<file path="src/rtl/otter_decode_stage.sv">
// -----------------------------------------------------------------------------
// otter_decode_stage
//
// Registered ID stage decoder for the pipelined OTTER RV32I core. One
// instruction is decoded per cycle from the IF/ID register into the ID/EX
// control bundle. Both sides use valid/ready handshakes.
//
// The decoder also provides:
//   - optional M-extension decode (ENABLE_M),
//   - an issue lock while a multi-cycle MUL/DIV occupies EX (MD_LAT > 1),
//   - load-use bubble insertion,
//   - flush, rd==x0 write suppression and illegal-opcode flagging.
//
// Parameters
//   ENABLE_M   1: OP with funct7=0000001 decodes as MUL/DIV, 0: ILLEGAL
//   MD_LAT     cycles the MUL/DIV unit occupies EX (>=1), 1 = no lock
//   CNT_W      busy counter width, derived from MD_LAT
//
// Ports
//   CLK, RST_N             clock, synchronous active-low reset
//   FLUSH                  kill the ID/EX slot and abort the MUL/DIV lock
//   IN_VALID/IN_INSTR      instruction from IF/ID
//   IN_READY               instruction accepted this cycle
//   OUT_VALID/OUT_READY    ID/EX bundle handshake
//   ALU_SRCA..RS2          decoded control bundle (registered)
// -----------------------------------------------------------------------------
module otter_decode_stage #(
    parameter int ENABLE_M = 1,
    parameter int MD_LAT   = 4,
    localparam int CNT_W   = $clog2(MD_LAT + 1)
) (
    input  logic        CLK,
    input  logic        RST_N,
    input  logic        FLUSH,
    input  logic        IN_VALID,
    input  logic [31:0] IN_INSTR,
    output logic        IN_READY,
    output logic        OUT_VALID,
    input  logic        OUT_READY,
    output logic        ALU_SRCA,
    output logic [1:0]  ALU_SRCB,
    output logic [4:0]  ALU_FUN,
    output logic [1:0]  RF_WR_SEL,
    output logic        REG_WRITE,
    output logic        MEM_WRITE,
    output logic        MEM_READ,
    output logic [1:0]  MEM_SIZE,
    output logic        MEM_UNS,
    output logic        IS_BR,
    output logic        IS_JAL,
    output logic        IS_JALR,
    output logic        IS_MRET,
    output logic        ILLEGAL,
    output logic [4:0]  RD,
    output logic [4:0]  RS1,
    output logic [4:0]  RS2
);

    // ---------------------------------------------------------------------
    // Opcode map
    // ---------------------------------------------------------------------
    localparam logic [6:0] OPC_LUI    = 7'b0110111;
    localparam logic [6:0] OPC_AUIPC  = 7'b0010111;
    localparam logic [6:0] OPC_JAL    = 7'b1101111;
    localparam logic [6:0] OPC_JALR   = 7'b1100111;
    localparam logic [6:0] OPC_BRANCH = 7'b1100011;
    localparam logic [6:0] OPC_LOAD   = 7'b0000011;
    localparam logic [6:0] OPC_STORE  = 7'b0100011;
    localparam logic [6:0] OPC_OP_IMM = 7'b0010011;
    localparam logic [6:0] OPC_OP     = 7'b0110011;
    localparam logic [6:0] OPC_FENCE  = 7'b0001111;
    localparam logic [6:0] OPC_SYSTEM = 7'b1110011;

    localparam logic [4:0] ALU_COPY   = 5'b01001;

    // A lock is only needed when the MUL/DIV unit is not fully pipelined.
    localparam bit MD_LOCK = (MD_LAT > 1);
    localparam logic [CNT_W-1:0] CNT_LOAD = CNT_W'(MD_LAT - 1);

    typedef enum logic {
        RUN     = 1'b0,
        MD_BUSY = 1'b1
    } state_t;

    // ---------------------------------------------------------------------
    // Instruction fields
    // ---------------------------------------------------------------------
    logic [6:0] opcode;
    logic [2:0] f3;
    logic [6:0] f7;
    logic [4:0] rd_f;
    logic [4:0] rs1_f;
    logic [4:0] rs2_f;

    assign opcode = IN_INSTR[6:0];
    assign rd_f   = IN_INSTR[11:7];
    assign f3     = IN_INSTR[14:12];
    assign rs1_f  = IN_INSTR[19:15];
    assign rs2_f  = IN_INSTR[24:20];
    assign f7     = IN_INSTR[31:25];

    logic op_lui, op_auipc, op_jal, op_jalr, op_branch, op_load;
    logic op_store, op_op_imm, op_op, op_fence, op_system;
    logic m_enc, is_md, known_opc, illegal_dec;

    assign op_lui    = (opcode == OPC_LUI);
    assign op_auipc  = (opcode == OPC_AUIPC);
    assign op_jal    = (opcode == OPC_JAL);
    assign op_jalr   = (opcode == OPC_JALR);
    assign op_branch = (opcode == OPC_BRANCH);
    assign op_load   = (opcode == OPC_LOAD);
    assign op_store  = (opcode == OPC_STORE);
    assign op_op_imm = (opcode == OPC_OP_IMM);
    assign op_op     = (opcode == OPC_OP);
    assign op_fence  = (opcode == OPC_FENCE);
    assign op_system = (opcode == OPC_SYSTEM);

    assign known_opc = op_lui | op_auipc | op_jal | op_jalr | op_branch |
                       op_load | op_store | op_op_imm | op_op | op_fence |
                       op_system;

    // funct7=0000001 on OP is the M-extension group.
    assign m_enc       = op_op && (f7 == 7'b0000001);
    assign is_md       = m_enc && (ENABLE_M != 0);
    assign illegal_dec = !known_opc || (m_enc && (ENABLE_M == 0));

    // Register usage of the incoming instruction, for hazard detection.
    logic uses_rs1, uses_rs2;
    assign uses_rs1 = !(op_lui | op_auipc | op_jal);
    assign uses_rs2 = op_op | op_store | op_branch;

    // ---------------------------------------------------------------------
    // Combinational decode -> next bundle
    // ---------------------------------------------------------------------
    logic       alu_srca_d;
    logic [1:0] alu_srcb_d;
    logic [4:0] alu_fun_d;
    logic [1:0] rf_wr_sel_d;
    logic       reg_write_d;
    logic       mem_write_d;
    logic       mem_read_d;
    logic [1:0] mem_size_d;
    logic       mem_uns_d;
    logic       is_br_d, is_jal_d, is_jalr_d, is_mret_d;

    always_comb begin
        alu_srca_d  = op_lui | op_auipc;

        alu_srcb_d  = 2'd0;
        if (op_load || op_jal || op_jalr || op_op_imm) begin
            alu_srcb_d = 2'd1;
        end else if (op_store) begin
            alu_srcb_d = 2'd2;
        end else if (op_auipc) begin
            alu_srcb_d = 2'd3;
        end

        alu_fun_d = 5'd0;
        if (op_op) begin
            alu_fun_d = is_md ? {2'b10, f3} : {1'b0, f7[5], f3};
        end else if (op_op_imm) begin
            // Only the shift-right group carries an arithmetic/logical bit.
            alu_fun_d = (f3 == 3'b101) ? {1'b0, f7[5], f3} : {2'b00, f3};
        end else if (op_lui || op_system) begin
            alu_fun_d = ALU_COPY;
        end

        rf_wr_sel_d = 2'd3;
        if (op_jal || op_jalr) begin
            rf_wr_sel_d = 2'd0;
        end else if (op_system) begin
            rf_wr_sel_d = 2'd1;
        end else if (op_load) begin
            rf_wr_sel_d = 2'd2;
        end

        // Writes to x0 are suppressed here so EX/WB never see them.
        reg_write_d = !(op_branch || op_store || illegal_dec) && (rd_f != 5'd0);
        mem_write_d = op_store && !illegal_dec;
        mem_read_d  = op_load && !illegal_dec;
        mem_size_d  = (op_load || op_store) ? f3[1:0] : 2'd0;
        mem_uns_d   = op_load ? f3[2] : 1'b0;

        is_br_d     = op_branch;
        is_jal_d    = op_jal;
        is_jalr_d   = op_jalr;
        is_mret_d   = op_system && (f3 == 3'b000);
    end

    // ---------------------------------------------------------------------
    // Bundle registers
    // ---------------------------------------------------------------------
    logic       out_valid_q;
    logic       alu_srca_q;
    logic [1:0] alu_srcb_q;
    logic [4:0] alu_fun_q;
    logic [1:0] rf_wr_sel_q;
    logic       reg_write_q;
    logic       mem_write_q;
    logic       mem_read_q;
    logic [1:0] mem_size_q;
    logic       mem_uns_q;
    logic       is_br_q, is_jal_q, is_jalr_q, is_mret_q;
    logic       illegal_q;
    logic [4:0] rd_q, rs1_q, rs2_q;

    // ---------------------------------------------------------------------
    // Hazard detection and MUL/DIV lock FSM
    // ---------------------------------------------------------------------
    state_t          state_q, state_d;
    logic [CNT_W-1:0] cnt_q, cnt_d;
    logic            hazard;
    logic            md_start;
    logic            busy;
    logic            in_ready_d;
    logic            accept;

    // Load-use: the loaded value is not available to an instruction
    // decoded directly behind the load, so hold it back one cycle.
    assign hazard = out_valid_q && mem_read_q && (rd_q != 5'd0) && IN_VALID &&
                    ((uses_rs1 && (rs1_f == rd_q)) || (uses_rs2 && (rs2_f == rd_q)));

    // The lock starts on the transfer of an M-op; nothing is accepted in
    // that cycle so the next instruction cannot slip in behind it.
    assign md_start = MD_LOCK && out_valid_q && OUT_READY && alu_fun_q[4];

    always_comb begin
        state_d = state_q;
        cnt_d   = cnt_q;
        busy    = 1'b0;
        case (state_q)
            RUN: begin
                if (md_start) begin
                    state_d = MD_BUSY;
                    cnt_d   = CNT_LOAD;
                end
            end
            MD_BUSY: begin
                // Counter at 0 releases the lock and allows an accept in
                // the same cycle.
                if (cnt_q == '0) begin
                    state_d = RUN;
                end else begin
                    cnt_d = cnt_q - CNT_W'(1);
                    busy  = 1'b1;
                end
            end
            default: begin
                state_d = RUN;
                cnt_d   = '0;
            end
        endcase

        in_ready_d = RST_N && !FLUSH && !hazard && !busy && !md_start &&
                     (!out_valid_q || OUT_READY);
    end

    assign accept = IN_VALID && in_ready_d;

    always_ff @(posedge CLK) begin
        if (!RST_N) begin
            state_q <= RUN;
            cnt_q   <= '0;
        end else if (FLUSH) begin
            state_q <= RUN;
            cnt_q   <= '0;
        end else begin
            state_q <= state_d;
            cnt_q   <= cnt_d;
        end
    end

    always_ff @(posedge CLK) begin
        if (!RST_N) begin
            out_valid_q <= 1'b0;
            alu_srca_q  <= 1'b0;
            alu_srcb_q  <= 2'd0;
            alu_fun_q   <= 5'd0;
            rf_wr_sel_q <= 2'd0;
            reg_write_q <= 1'b0;
            mem_write_q <= 1'b0;
            mem_read_q  <= 1'b0;
            mem_size_q  <= 2'd0;
            mem_uns_q   <= 1'b0;
            is_br_q     <= 1'b0;
            is_jal_q    <= 1'b0;
            is_jalr_q   <= 1'b0;
            is_mret_q   <= 1'b0;
            illegal_q   <= 1'b0;
            rd_q        <= 5'd0;
            rs1_q       <= 5'd0;
            rs2_q       <= 5'd0;
        end else if (FLUSH) begin
            // A concurrent OUT_READY transfer still completes: EX has it.
            out_valid_q <= 1'b0;
        end else if (accept) begin
            out_valid_q <= 1'b1;
            alu_srca_q  <= alu_srca_d;
            alu_srcb_q  <= alu_srcb_d;
            alu_fun_q   <= alu_fun_d;
            rf_wr_sel_q <= rf_wr_sel_d;
            reg_write_q <= reg_write_d;
            mem_write_q <= mem_write_d;
            mem_read_q  <= mem_read_d;
            mem_size_q  <= mem_size_d;
            mem_uns_q   <= mem_uns_d;
            is_br_q     <= is_br_d;
            is_jal_q    <= is_jal_d;
            is_jalr_q   <= is_jalr_d;
            is_mret_q   <= is_mret_d;
            illegal_q   <= illegal_dec;
            rd_q        <= rd_f;
            rs1_q       <= rs1_f;
            rs2_q       <= rs2_f;
        end else if (OUT_READY) begin
            // Transfer without a replacement: a bubble (load-use, lock).
            out_valid_q <= 1'b0;
        end
    end

    // ---------------------------------------------------------------------
    // Outputs
    // ---------------------------------------------------------------------
    assign IN_READY  = in_ready_d;
    assign OUT_VALID = out_valid_q;
    assign ALU_SRCA  = alu_srca_q;
    assign ALU_SRCB  = alu_srcb_q;
    assign ALU_FUN   = alu_fun_q;
    assign RF_WR_SEL = rf_wr_sel_q;
    assign REG_WRITE = reg_write_q;
    assign MEM_WRITE = mem_write_q;
    assign MEM_READ  = mem_read_q;
    assign MEM_SIZE  = mem_size_q;
    assign MEM_UNS   = mem_uns_q;
    assign IS_BR     = is_br_q;
    assign IS_JAL    = is_jal_q;
    assign IS_JALR   = is_jalr_q;
    assign IS_MRET   = is_mret_q;
    assign ILLEGAL   = illegal_q;
    assign RD        = rd_q;
    assign RS1       = rs1_q;
    assign RS2       = rs2_q;

endmodule
</file>
<file path="config.mk">
export PLATFORM = sky130hd
export DESIGN_NAME = otter_decode_stage
export DESIGN_NICKNAME = d
export VERILOG_FILES = /design/src/rtl/otter_decode_stage.sv
export SDC_FILE = /design/constraint.sdc
export NUM_CORES = 1
export LEC_CHECK = 0
export ABC_AREA = 0
export CAP_MARGIN = 20
export CORE_ASPECT_RATIO = 1.5
export CORE_MARGIN = 3
export CORE_UTILIZATION = 41
export CTS_BUF_LIST = sky130_fd_sc_hd__clkbuf_2
export DETAILED_ROUTE_END_ITERATION = 16
export GPL_TIMING_DRIVEN = 0
export HOLD_SLACK_MARGIN = 0.06
export PLACE_DENSITY = 0.74
export SLEW_MARGIN = 5
export SYNTH_ARGS = -nofsm -noshare
export SYNTH_HDL_FRONTEND = slang
export SYNTH_SLANG_ARGS = --single-unit
</file>
<file path="constraint.sdc">
create_clock -name CLK -period 7.7 [get_ports CLK]
set_input_delay 2.31 -clock CLK [delete_from_list [all_inputs] [get_ports CLK]]
set_output_delay 2.31 -clock CLK [all_outputs]
set_load 0.005 [all_outputs]
</file>
==> flow_summary_export.csv <==
group,metric,value,unit
synthesis,syn_avg_cell_area,8.02,µm²
cells_and_area,nets,387,
critical_path,reg2reg_to,"RS1[3]",
timing,timing_hold_violations_final,0,
critical_path,critPathBufInv,3,
synthesis,synthAdderAreaFrac,1.17,%
timing,fin_crit_sh,91.8,%
synthesis,syn-instance-count,267,
timing,slew_headroom,55.0,%
synthesis,syn_area,2140,µm²
timing,fin_skew,0.0351,ns
die,die_h,94.5,µm
critical_path,cp.depth,8,
global_route,grt_util_all_layers,20.8,%
routing,drc,0,
timing,fmax,141,MHz
die,rows,31,
timing,grt_setup_unrepaired,"no",
place,dpl.hpwl,4640,µm
clock_network,htree_levels,2,
critical_path,crit_path_end,"IN_READY",
die,die_area,6140,µm²
pwr,power_density,139,nW/µm²
routing,ant_nets,0,
synthesis,async_flop_share,0,%
synthesis,synth_top_family_by_area,"simple AND/OR/NAND/NOR gates",
critical_path,crit_path_max_incr_delay,0.62,ns
synthesis,synth_warnings,0,
critical_path,crit_slowest_cell,"a2111oi_0",
routing,first_iter_violations,64,
critical_path,worstSetupStartpoint,"IN_INSTR[0]",
cells_and_area,n_antenna_cell,0,
clock_network,cts_tree,"built",
synthesis,synth_cell_types,41,
global_route,grt_max_degree,13,
synthesis,synth_compound_area_share,11.9,%
synthesis,synth_top_area_cell,"dfxtp_1",
routing,drt_pass1_iterations,4,
synthesis,synth_common_cells,"nand2_1, dfxtp_1, nand4_1",
clock_network,cts_setup_buffers,0,
synthesis,syn-num-nets,306,
routing,vias_per_cell,5.33,
critical_path,path_max_fanout,10,
critical_path,crit_required,5.39,ns
place,port_buffers,74,
place,place.gp.congestion,0.935,
die,coreArea,4930,µm²
pwr,power,0.421,mW
clock_network,clkTransAtPathRegs,0.23,ns
synthesis,ys.flop_type,"dfxtp_1",
synthesis,synth_edf_count,0,
clock_network,worstSkewPairLatency,0.41,ns
critical_path,r2r_cells,9,
synthesis,synth_area_leaders,"dfxtp_1, nand2_1, mux2i_1",
job,maxCapViolCount,0,
clock_network,clock-sinks,41,
clock_network,ctsHoldBuffers,0,
synthesis,synth_most_common_cell,"nand2_1",
clock_network,cts_root_buffer,"clkbuf_2",
global_route,grt_pass1_vias,2167,
timing,slew_viol_final,0,
timing,fin_crit,7.07,ns
pwr,peakVddDrop,0.117,mV
critical_path,arrival,4.76,ns
critical_path,start_kind,"input port",
synthesis,yosys.area_share.simple,29.4,%
clock_network,cts_buffer_depth,2,
cells_and_area,n_fill_cell,452,
timing,finalSetupTns,0,ns
critical_path,rrSetupSlack,5.58,ns
timing,setup_viol,0,
timing,worst-slew-pin-transition,0.658,ns
synthesis,synth-xor-area-share,5.32,%
routing,wl_per_cell,14.4,µm
die,io_pins,75,
critical_path,crit_chain,"clkdlybuf4s50_1 > nand2_1 > a2111oi_0 > o2111ai_1 > buf_2 > nand2_1 > a21oi_1 > clkdlybuf4s50_1",
critical_path,crit_family,"buffers and inverters",
cells_and_area,drive_gt1_share,3.72,%
synthesis,ys_seq_area_share,38.3,%
critical_path,crit_path_end_kind,"primary output",
clock_network,post_cts_resized,0,
routing,wirelength,5980,µm
cells_and_area,area_growth,41.4,%
die,start_util,43.5,%
min_path,hp-class,"register to register",
synthesis,synth_seq_cells,41,
global_route,overflow,0,
global_route,grt_antenna_before_repair,0,
synthesis,synth_top_cell_area_share,38.3,%
critical_path,r2r_start,"cnt_q[0]",
critical_path,critPathKind,"input port to primary output",
global_route,grt_pass1_wl,10100,µm
clock_network,cts_inserted_buffers,5,
die,die_width,65,µm
outcome,status,"completed",
pwr,leakagePower,1.08,nW
synthesis,muxShareOfSynthArea,7.95,%
routing,via_count,2213,
cell type report:
| cell class | count | area [µm²] | share of cell area [%] |
|---|---|---|---|
| repair buffers | 74 | 741 | 24.5 |
| well taps | 66 | 82.6 | 2.73 |
| flip-flops and latches | 41 | 821 | 27.1 |
| clock buffers | 6 | 30.0 | 0.992 |
| plain buffers | 20 | 101 | 3.35 |
| clock inverters | 2 | 33.8 | 1.12 |
| inverters | 7 | 26.3 | 0.868 |
| multi-input cells | 199 | 1190 | 39.4 |
through the flow:
stage	setup WS (ns)	cell area (µm²)	hold WS, ns	std cells	util, %
global route	0.430	3030	0.489	415	61.5
floorplan	2.03	2140	0.445	267	-
global placement	0.700	2960	0.437	407	60.2
detailed placement	0.607	2960	0.440	407	60.2
CTS	0.602	3030	0.466	415	61.5
finish	0.629	3030	0.462	415	61.5
worst reg2reg max path, cell delays in order (launching register included):
cell and delay, ns:
dfxtp_1 0.34, inv_1 0.09, ha_1 0.17, inv_1 0.04, o21ai_0 0.18, and4_1 0.25
clkbuf_1 0.34, clkbuf_1 0.40, nand4_1 0.15, o21ai_1 0.11
power breakdown:
| part | leakage [nW] | total, mW | internal, mW | switching (mW) |
|---|---|---|---|---|
| registers | 0.333 | 0.223 | 0.218 | 0.00465 |
| clock network | 0.0406 | 0.125 | 0.0554 | 0.0700 |
| logic | 0.703 | 0.0730 | 0.0405 | 0.0325 |
cell families (layout without fill, tap and decap cells):
kind of cell | after synthesis | after routing
compound gates | 41 | 41
flops | 41 | 41
buf+inv | 27 | 109
simple gates | 126 | 126
xor+xnor | 13 | 13
mux | 17 | 17
fa+ha+maj | 2 | 2
registers in the layout, indices dropped and copies added, names as in the netlist, 2 cells and up:
signal,count
RS1,5
RS2,5
MEM_SIZE,2
RF_WR_SEL,2
cnt_q,3
ALU_FUN,5
RD,5
ALU_SRCB,2
how the worst min path moves through the flow:
stage	start	cells after the start	to
6_report	RS2[2]	2	RS2[2]
5_1_grt	RS1[2]	2	RS1[2]
4_1_cts	RS2[2]	2	RS2[2]
3_5_place_dp	RS2[3]	2	RS2[3]
3_3_place_gp	RS2[3]	2	RS2[3]
2_1_floorplan	RS1[0]	2	RS1[0]
layer usage:
layer	GRT usage, %	routed length (µm)
met1	24.5	2440
met2	36.4	3070
met3	4.05	314
met4	8.64	145
met5	0	0
placed cells by master, fill, tap and decap left out, drive strengths merged, types with 2 or more instances in the layout:
master / n
nand2b: 3
or4: 3
nor2b: 5
nand2: 55
nand4: 20
nand4b: 2
ha: 2
nor2: 10
dfxtp: 41
o2111ai: 2
a21oi: 3
nor3: 8
and3: 3
mux2i: 17
o21ai: 21
a31oi: 4
a21boi: 3
xor2: 6
inv: 7
clkbuf: 17
xnor2: 7
nand3: 8
nor4: 3
clkdlybuf4s50: 74
buf: 9
No activity file was read; power rests on OpenSTA's default activity.
